===== src/rtl/sparc_tlu_penc_arb_if.sv =====
// Request/grant bundle for the TLU priority-encoder arbiter.
// The consumer side drives requests and ack; the arbiter drives the registered grant.
interface sparc_tlu_penc_arb_if #(
    parameter int WIDTH = 64,
    parameter int IDXW  = 6
) ();
    logic [WIDTH-1:0] req_in;
    logic             mode;
    logic             ack;
    logic             vld_out;
    logic [IDXW-1:0]  idx_out;
    logic [WIDTH-1:0] onehot_out;
    logic [IDXW-1:0]  ptr_out;

    modport master (
        output req_in, mode, ack,
        input  vld_out, idx_out, onehot_out, ptr_out
    );

    modport slave (
        input  req_in, mode, ack,
        output vld_out, idx_out, onehot_out, ptr_out
    );
endinterface


===== src/rtl/sparc_tlu_penc_arb.sv =====
// Registered WIDTH-bit priority encoder / arbiter with fixed or round-robin priority.
// The grant is held under a valid/ack handshake, and every output comes straight from a flop.
module sparc_tlu_penc_arb #(
    parameter int WIDTH = 64,
    parameter int IDXW  = 6
) (
    input  logic                    clk,
    input  logic                    rst,
    sparc_tlu_penc_arb_if.slave     arb
);

    typedef enum logic {
        IDLE = 1'b0,
        HOLD = 1'b1
    } state_t;

    state_t           state_q, state_d;
    logic [IDXW-1:0]  idx_q, idx_d;
    logic [WIDTH-1:0] onehot_q, onehot_d;
    logic [IDXW-1:0]  ptr_q, ptr_d;

    logic             accept;
    logic             evaluate;
    logic [IDXW-1:0]  ptrEff;
    logic [WIDTH-1:0] lowMask;
    logic [WIDTH-1:0] reqLow;
    logic [IDXW-1:0]  fixedIdx;
    logic [IDXW-1:0]  lowIdx;
    logic [IDXW-1:0]  winner;

    function automatic logic [IDXW-1:0] highestSet(input logic [WIDTH-1:0] v);
        highestSet = '0;
        for (int i = 0; i < WIDTH; i++) begin
            if (v[i]) highestSet = IDXW'(i);
        end
    endfunction

    assign accept   = (state_q == HOLD) && arb.ack;
    assign evaluate = (state_q == IDLE) || arb.ack;
    // An ack cycle searches relative to the index being acked, not the stale pointer.
    assign ptrEff   = accept ? idx_q : ptr_q;

    always_comb begin
        lowMask = '0;
        for (int i = 0; i < WIDTH; i++) begin
            lowMask[i] = (IDXW'(i) < ptrEff);
        end
    end

    // Round-robin: bits below ptr win first; otherwise the top of the vector, with ptr itself last.
    assign reqLow   = arb.req_in & lowMask;
    assign fixedIdx = highestSet(arb.req_in);
    assign lowIdx   = highestSet(reqLow);
    assign winner   = !arb.mode ? fixedIdx : ((|reqLow) ? lowIdx : fixedIdx);

    always_comb begin
        state_d  = state_q;
        idx_d    = idx_q;
        onehot_d = onehot_q;
        ptr_d    = ptr_q;
        if (accept) begin
            ptr_d = idx_q;
        end
        if (evaluate) begin
            if (|arb.req_in) begin
                state_d  = HOLD;
                idx_d    = winner;
                onehot_d = WIDTH'(1) << winner;
            end else begin
                state_d  = IDLE;
                idx_d    = '0;
                onehot_d = '0;
            end
        end
    end

    always_ff @(posedge clk) begin
        if (rst) begin
            state_q  <= IDLE;
            idx_q    <= '0;
            onehot_q <= '0;
            ptr_q    <= '0;
        end else begin
            state_q  <= state_d;
            idx_q    <= idx_d;
            onehot_q <= onehot_d;
            ptr_q    <= ptr_d;
        end
    end

    assign arb.vld_out    = (state_q == HOLD);
    assign arb.idx_out    = idx_q;
    assign arb.onehot_out = onehot_q;
    assign arb.ptr_out    = ptr_q;

endmodule


===== src/flat_wrapper.sv =====
// flat-port wrapper written by rule: the top's interface ports become plain ports
module sparc_tlu_penc_arb_flat 
#(
    parameter int WIDTH = 64,
    parameter int IDXW  = 6
)
  (clk, rst, arb_req_in, arb_mode, arb_ack, arb_vld_out, arb_idx_out, arb_onehot_out, arb_ptr_out);
  sparc_tlu_penc_arb_if #(.WIDTH(WIDTH), .IDXW(IDXW)) arb_i ();
  input  logic clk;
  input  logic rst;
  input wire logic [$bits(arb_i.req_in)-1:0] arb_req_in;
  input wire logic [$bits(arb_i.mode)-1:0] arb_mode;
  input wire logic [$bits(arb_i.ack)-1:0] arb_ack;
  output wire logic [$bits(arb_i.vld_out)-1:0] arb_vld_out;
  output wire logic [$bits(arb_i.idx_out)-1:0] arb_idx_out;
  output wire logic [$bits(arb_i.onehot_out)-1:0] arb_onehot_out;
  output wire logic [$bits(arb_i.ptr_out)-1:0] arb_ptr_out;
  assign arb_i.req_in = arb_req_in;
  assign arb_i.mode = arb_mode;
  assign arb_i.ack = arb_ack;
  assign arb_vld_out = arb_i.vld_out;
  assign arb_idx_out = arb_i.idx_out;
  assign arb_onehot_out = arb_i.onehot_out;
  assign arb_ptr_out = arb_i.ptr_out;
  sparc_tlu_penc_arb #(.WIDTH(WIDTH), .IDXW(IDXW)) u_core (.clk(clk), .rst(rst), .arb(arb_i));
endmodule

===== config.mk =====
export PLATFORM = sky130hd
export DESIGN_NAME = sparc_tlu_penc_arb_flat
export DESIGN_NICKNAME = d
export VERILOG_FILES = /design/src/rtl/sparc_tlu_penc_arb_if.sv /design/src/rtl/sparc_tlu_penc_arb.sv /design/src/flat_wrapper.sv
export SDC_FILE = /design/constraint.sdc
export NUM_CORES = 1
export LEC_CHECK = 0
export ABC_CLOCK_PERIOD_IN_PS = 10000
export CORE_MARGIN = 4
export CORE_UTILIZATION = 50
export DETAILED_ROUTE_END_ITERATION = 16
export DONT_BUFFER_PORTS = 1
export PLACE_DENSITY_LB_ADDON = 0.08
export SLEW_MARGIN = 20
export SYNTH_ARGS = -nofsm -noshare
export SYNTH_HDL_FRONTEND = slang
export SYNTH_SLANG_ARGS = --single-unit

===== constraint.sdc =====
create_clock -name clk -period 10 [get_ports clk]
set_input_delay 2 -clock clk [delete_from_list [all_inputs] [get_ports clk]]
set_output_delay 2 -clock clk [all_outputs]
set_load 0.005 [all_outputs]

### Yosys cells after proc, flatten, opt, wreduce, memory -nomap -nowiden

Index checks and enable logic that the tools add are counted.

* register bits: 77
* input port bits: 68

* order comparisons: 64
* shifts and indexed selects: 1
* mux-type cells: 132
* bitwise logic cells: 2
* reductions and logical operators: 4

Operators by type and width (number)
* 6-bit two-way mux: 68
* 6-bit < comparator (first input constant): 32
* 5-bit two-way mux: 32
* 64-bit OR reduction: 2
* 5-bit by 6-bit < comparator with 1-bit output (first input constant): 16
* 64-bit AND: 1
* 4-bit two-way mux: 16
* 64-bit two-way mux: 1
* 1-bit by 6-bit left shift with 64-bit output (first input constant): 1
* 4-bit by 6-bit < comparator with 1-bit output (first input constant): 8
* 3-bit by 6-bit < comparator with 1-bit output (first input constant): 4
* 3-bit two-way mux: 8
* 1-bit by 6-bit < comparator with 1-bit output (first input constant): 2
* 2-bit by 6-bit < comparator with 1-bit output (first input constant): 2
* 2-bit two-way mux: 4
* 1-bit two-way mux: 3
* 1-bit logical AND: 1
* 1-bit logical OR: 1
* 1-bit inverter: 1

### Longest topological paths before layout

* word-level depth: 71
* mapped depth: 17

### Least setup slack after synthesis

No wires, ideal clock.

* path type: input -> register
* from: input port arb_ack
* to: register u_core.onehot_q[16] (netlist: u_core.arb.onehot_out[16])
* library setup time: 0.059 ns
* arrival: 5.261 ns
* data required time: 9.941 ns
* path slack: 4.680 ns
* stages: 14
* path buffers: 4
* path through: buf_6 > buf_6 > a211oi_2 > o22ai_1 > a32o_1 > o21bai_1 > or3b_1 > o41a_1 > or2_1 > buf_6 > a211o_4 > a211oi_4 > buf_6 > a22o_1

* cells in the longest elaborated chain, start to end: 71

Ends and longest elaborated chain
* from (decl): line flat_wrapper.sv:13 `input wire logic [$bits(arb_i.ack)-1:0] arb_ack;`
* 1-bit logical AND: line sparc_tlu_penc_arb.sv:38 `assign accept = (state_q == HOLD) && arb.ack;`
* 6-bit two-way mux: line sparc_tlu_penc_arb.sv:41 `assign ptrEff = accept ? idx_q : ptr_q;`
* 1-bit by 6-bit < comparator with 1-bit output: line sparc_tlu_penc_arb.sv:46 `lowMask[i] = (IDXW'(i) < ptrEff);`
* 64-bit AND: line sparc_tlu_penc_arb.sv:51 `assign reqLow = arb.req_in & lowMask;`
* 1-bit two-way mux: line sparc_tlu_penc_arb.sv:34 `if (v[i]) highestSet = IDXW'(i);`
* 2-bit two-way mux (2 in series): line sparc_tlu_penc_arb.sv:34
* 3-bit two-way mux (4 in series): line sparc_tlu_penc_arb.sv:34
* 4-bit two-way mux (8 in series): line sparc_tlu_penc_arb.sv:34
* 5-bit two-way mux (16 in series): line sparc_tlu_penc_arb.sv:34
* 6-bit two-way mux (32 in series): line sparc_tlu_penc_arb.sv:34
* 6-bit two-way mux (2 in series): line sparc_tlu_penc_arb.sv:54 `assign winner = !arb.mode ? fixedIdx : ((|reqLow) ? lowIdx : fixedIdx);`
* 1-bit by 6-bit left shift with 64-bit output: line sparc_tlu_penc_arb.sv:68 `onehot_d = WIDTH'(1) << winner;`
* 64-bit two-way mux: line sparc_tlu_penc_arb.sv:65 `if (|arb.req_in) begin`
* to (signal assigned): line sparc_tlu_penc_arb.sv:86 `onehot_q <= onehot_d;`
* to (decl): line sparc_tlu_penc_arb.sv:19 `logic [WIDTH-1:0] onehot_q, onehot_d;`

Parallel ways exist; a longest one is shown, timed or not.
A chain may end at the register's enable or synchronous reset.

### Worst setup path in the final report

* from: input port arb_ack
* to: register u_core.onehot_q[14] (netlist: u_core.arb.onehot_out[14])

Same word-level chain as after synthesis.

==> results.md <==
Synthesis:
- The number of nets in the synthesized netlist is 806.
- The post-synthesis simple-gate area fraction is 26.52%.
- The mean area per synthesized cell is around 7.7 um2.
- The number of warnings reported in the yosys synthesis log is 0.
- After synthesis, the share of cell area in mux cells is 0%.
- The biggest area contributor in the post-synthesis netlist is dfxtp_1.
- The most common cell in the synthesized netlist is dfxtp_1.
- After synthesis, the cell types taking the most area are dfxtp_1 27%, o21ai_0 5.1%, nand2_1 5.0%.
- The number of cells produced by synthesis is 738.
- The share of flip-flops with an asynchronous set or reset is 0%.
- The commonest cells after synthesis are 77 x dfxtp_1, 76 x nand2_1, 63 x nor2_1, 58 x o21ai_0, 32 x a21oi_1.
- The synthesized netlist occupies a cell area of 5665 um2.
- By area, the combinational part of the netlist is dominated by compound AO/OA/AOI/OAI gates.
- In this run, distinct cell masters in the synthesized netlist total between 70 and 80.
- The post-synthesis sequential area ratio is 27.21%.
- The synthesized netlist devotes 40.72% of its cell area to compound gates.
- The total of flip-flops plus latches after synthesis is just under 80.
- The area share of the largest cell type after synthesis is 27.21%.
- The number of enable flip-flop cells after synthesis is 0.
- The synthesized netlist devotes 0% of its cell area to adder and majority cells.
- The fraction of synthesized cell area in xor and xnor cells is 0%.
- The most used flip-flop cell after synthesis is dfxtp_1.

Setup path:
- The end of the worst register-to-register path is u_core.arb.onehot_out[14]$_SDFFE_PP0P_.
- Counting buffers and inverters, the worst setup path is 10 cells deep.
- The critical path goes through and3_1 > nor2_1 > a311oi_1 > nor4_1 > nand3_1 > o41a_1 > or2_1 > o211ai_1 > nand2_2 > a32o_1.
- The critical path is of the input port to flip-flop type.
- The reg-to-reg critical path startpoint is u_core.arb.vld_out$_SDFFE_PP0P_.
- The arrival time reported for the critical path endpoint is 6100 ps.
- In this design, the stage delay of the slowest critical-path cell is around 670 ps.
- The number of cell instances on the worst register-to-register path is 10.
- In this run the worst path has a maximum fanout of 32.
- Together, buffers and inverters on the worst path number 0.
- Among all stages on the critical path, the largest delay is contributed by nor2_1.
- STA classifies the critical path startpoint as an input port.
- The family with the most delay on the worst path is simple AND/OR/NAND/NOR gates.
- The required time of the worst setup path is 10230 ps.
- The critical path capture point type is a flip-flop.
- The minimum setup slack among reg-to-reg paths is 4560 ps.

CTS:
- The post-cts resize count is 0.
- The number of post-CTS setup repair buffers is 0.
- Clock tree synthesis inserted a total of 9 buffers.
- The number of hold buffers added after CTS is 0.
- The buffer levels on the longest clock path is 2.
- TritonCTS built the clock tree.
- Clock tree synthesis found a total of 77 sinks.
- After clock tree synthesis, the clock-pin slew on the worst setup and hold paths is 60 ps.
- The latest clock arrival within the worst-skew pair is 340 ps.
- The tree is rooted in a clkbuf_16.
- In this run the number of H-tree levels came out at 3.

Worst hold path:
- The capture endpoint of the worst hold path is u_core.arb.onehot_out[7]$_SDFFE_PP0P_.
- The source of the worst hold timing path is u_core.arb.onehot_out[7]$_SDFFE_PP0P_.
- The path category of the worst min-delay check is flip-flop to flip-flop.
- The worst hold path passes through 2 cells.

Detailed routing:
- The number of DRC violations after detailed-routing iteration 0 is 966.
- The first detailed-routing pass ran for 8 iterations.
- The per-cell via count in the routed design is approximately 7.5.
- The number of routed nets with antenna violations is 0.
- The aggregate routed wire length is roughly 22000 um.
- The final route contains around 6400 vias.
- The average wire length per cell after detail routing is 25.70 um.
- The post-detailed-route DRC marker count is 0.

Layout:
- The antenna diode count is 0.
- The fraction of layout instances using a drive strength above 1 is under 10%.
- The filler cells instantiated in the layout total 1027.
- The synthesis-to-layout area growth is 4.726%.
- The number of cells in the finished layout apart from fillers is 856.
- The total number of nets in the final design is ~780.
- The post-route cell area is 5933 um2.
- In the final layout, flip-flops and latches occupy 1541 um2.
- The multi-input combinational cells in the finished layout cover a total of 3820 um2.

Global route:
- For this run the aggregate overflow at the end of global routing stands at 0.
- Entering global routing, the biggest net connects 49 pins.
- In this run the most used layer during global routing was met2.
- For this run, the total global-route usage over all layers was measured as 32.73%.
- The met3 usage in global routing is 9.619%.
- The global-route met2 utilization is 48.31%.
- The via count of the first global-routing pass was 5928.
- The initial antenna violation count is 0.
- The global routing usage on met1 is 43.94%.
- The first global-routing pass estimated 33450 um of wire.

STA:
- Setup repair after global routing left no endpoint under its margin.
- The number of setup violations in the final report is 0.
- The transition time at the pin with the least slew margin is 1208 ps.
- The worst path needs 5869 ps of the cycle, external delays included.
- In this run the tightest slew margin relative to its limit is 19.10%.
- The highest achievable clock rate is 0.1704 GHz.
- In the post-route analysis, the smallest setup slack over all paths is 4131 ps.
- The setup clock skew after layout is 5.277 ps.
- Adding up every negative setup slack in the final design gives 0 ps.
- The hold violation total from the final report is 0.
- The number of max-slew violations in the final report is 0.
- The final critical-path share of the clock period is between 50% and 60%.
- The worst hold margin is 465.1 ps.

Place:
- The half-perimeter wire length after placement is about 17000 um.
- Input and output buffers added on the ports amount to 0.
- The number of placed instances, taps included, is around 840.
- Prior to clock tree synthesis, the placed netlist has a worst setup slack of 3564 ps.
- Summing all placed instances gives a cell area of 5639 um2.
- The routability-driven placement congestion ratio is 1.034.

Floorplanning:
- The floorplan core area is 10980 um2.
- The die covers 13100 um2.
- The initial core utilization is 51.58%.
- The count of boundary I/O pins is approximately 150.
- The floorplan step set the die width to 114.4 um.
- The die is 114.4 um tall.
- The placement row count is 38.

Run:
- The tool flagged a number of max-cap violations equal to 0.

Power:
- Across the VDD grid, the largest voltage drop is 0.1208 mV.
- In this run the power density over the cells is 148.9 nW/um2.
- The static power due to leakage is 2.038 nW.

Outcome:
- The run finished with clean final reports.
## kinds of logic (layout without fill, tap and decap cells)
logic type,Yosys count,after routing
AND/OR/NAND/NOR,289,289
flip-flops,77,77
AO/OA/AOI/OAI,309,309
buffers and inverters,63,41
## layout make-up
cell class                      instances  share of cell area [%]
Clock buffer                            9                   3.796
Timing Repair Buffer                    5                  0.6326
Multi-Input combinational cell        598                   64.38
Clock inverter                          7                  0.9911
Inverter                               20                   1.265
Tap cell                              140                   2.952
Sequential cell                        77                   25.98
## routing by layer
layer | share of wire (%) | vias up
li1 | - | 2861
met3 | 14 | 85
met1 | 39 | 3005
met4 | 4.6 | 0
met5 | 0 | -
met2 | 43 | 444
## registers in the layout, indices dropped and copies added, names as in the netlist
register	flops
u_core.arb.onehot_out	64
u_core.arb.idx_out	6
u_core.arb.ptr_out	6
u_core.arb.vld_out	1
## placed cells by master (no fill, tap or decap), types with 7 or more instances in the layout
cell       instances
a211oi_1          15
a21oi_1           32
a22o_1            21
a31oi_1           10
a32o_1            18
clkbuf_16          9
dfxtp_1           77
inv_1             20
nand2_1           75
nand3_1           15
nand4_1            8
nor2_1            62
nor3_1            27
nor3b_1           10
nor4_1            19
o211a_1            8
o211ai_1          22
o21a_1             8
o21ai_0           58
o21ai_1            8
o31ai_1           22
or2_2              7
or3_1             11
or3b_2             8
## worst max path at each step
stage | start | endpoint | slack (ps)
finish | arb_ack | u_core.arb.onehot_out[14]$_SDFFE_PP0P_ | 4130
global route | arb_ack | u_core.arb.onehot_out[53]$_SDFFE_PP0P_ | 3770
CTS | arb_ack | u_core.arb.onehot_out[30]$_SDFFE_PP0P_ | 3930
detailed placement | arb_ack | u_core.arb.onehot_out[30]$_SDFFE_PP0P_ | 3560
global placement | arb_ack | u_core.arb.onehot_out[50]$_SDFFE_PP0P_ | 3640
floorplan | arb_ack | u_core.arb.onehot_out[16]$_SDFFE_PP0P_ | 4680
## metrics by stage
stage          power, mW  util [%]
6_report          0.8833     54.02
5_1_grt           0.9188     54.02
3_3_place_gp      0.5692     51.34
4_1_cts           0.8759     53.93
2_1_floorplan     0.5153         -
3_5_place_dp      0.5695     51.34
## power by group
group	switching [mW]	internal [mW]	total (mW)
clock network	0.138	0.171	0.310
logic	0.165	0.0756	0.241
registers	0.0167	0.316	0.333
total	0.321	0.563	0.883
## tightest hold or removal path, delay by kind of cell, from the launching register on
kind            cells  cell delay [ps]
compound gates      1               50
simple gates        1               50
flops               1              320
Power figures use the tool's default switching activity.
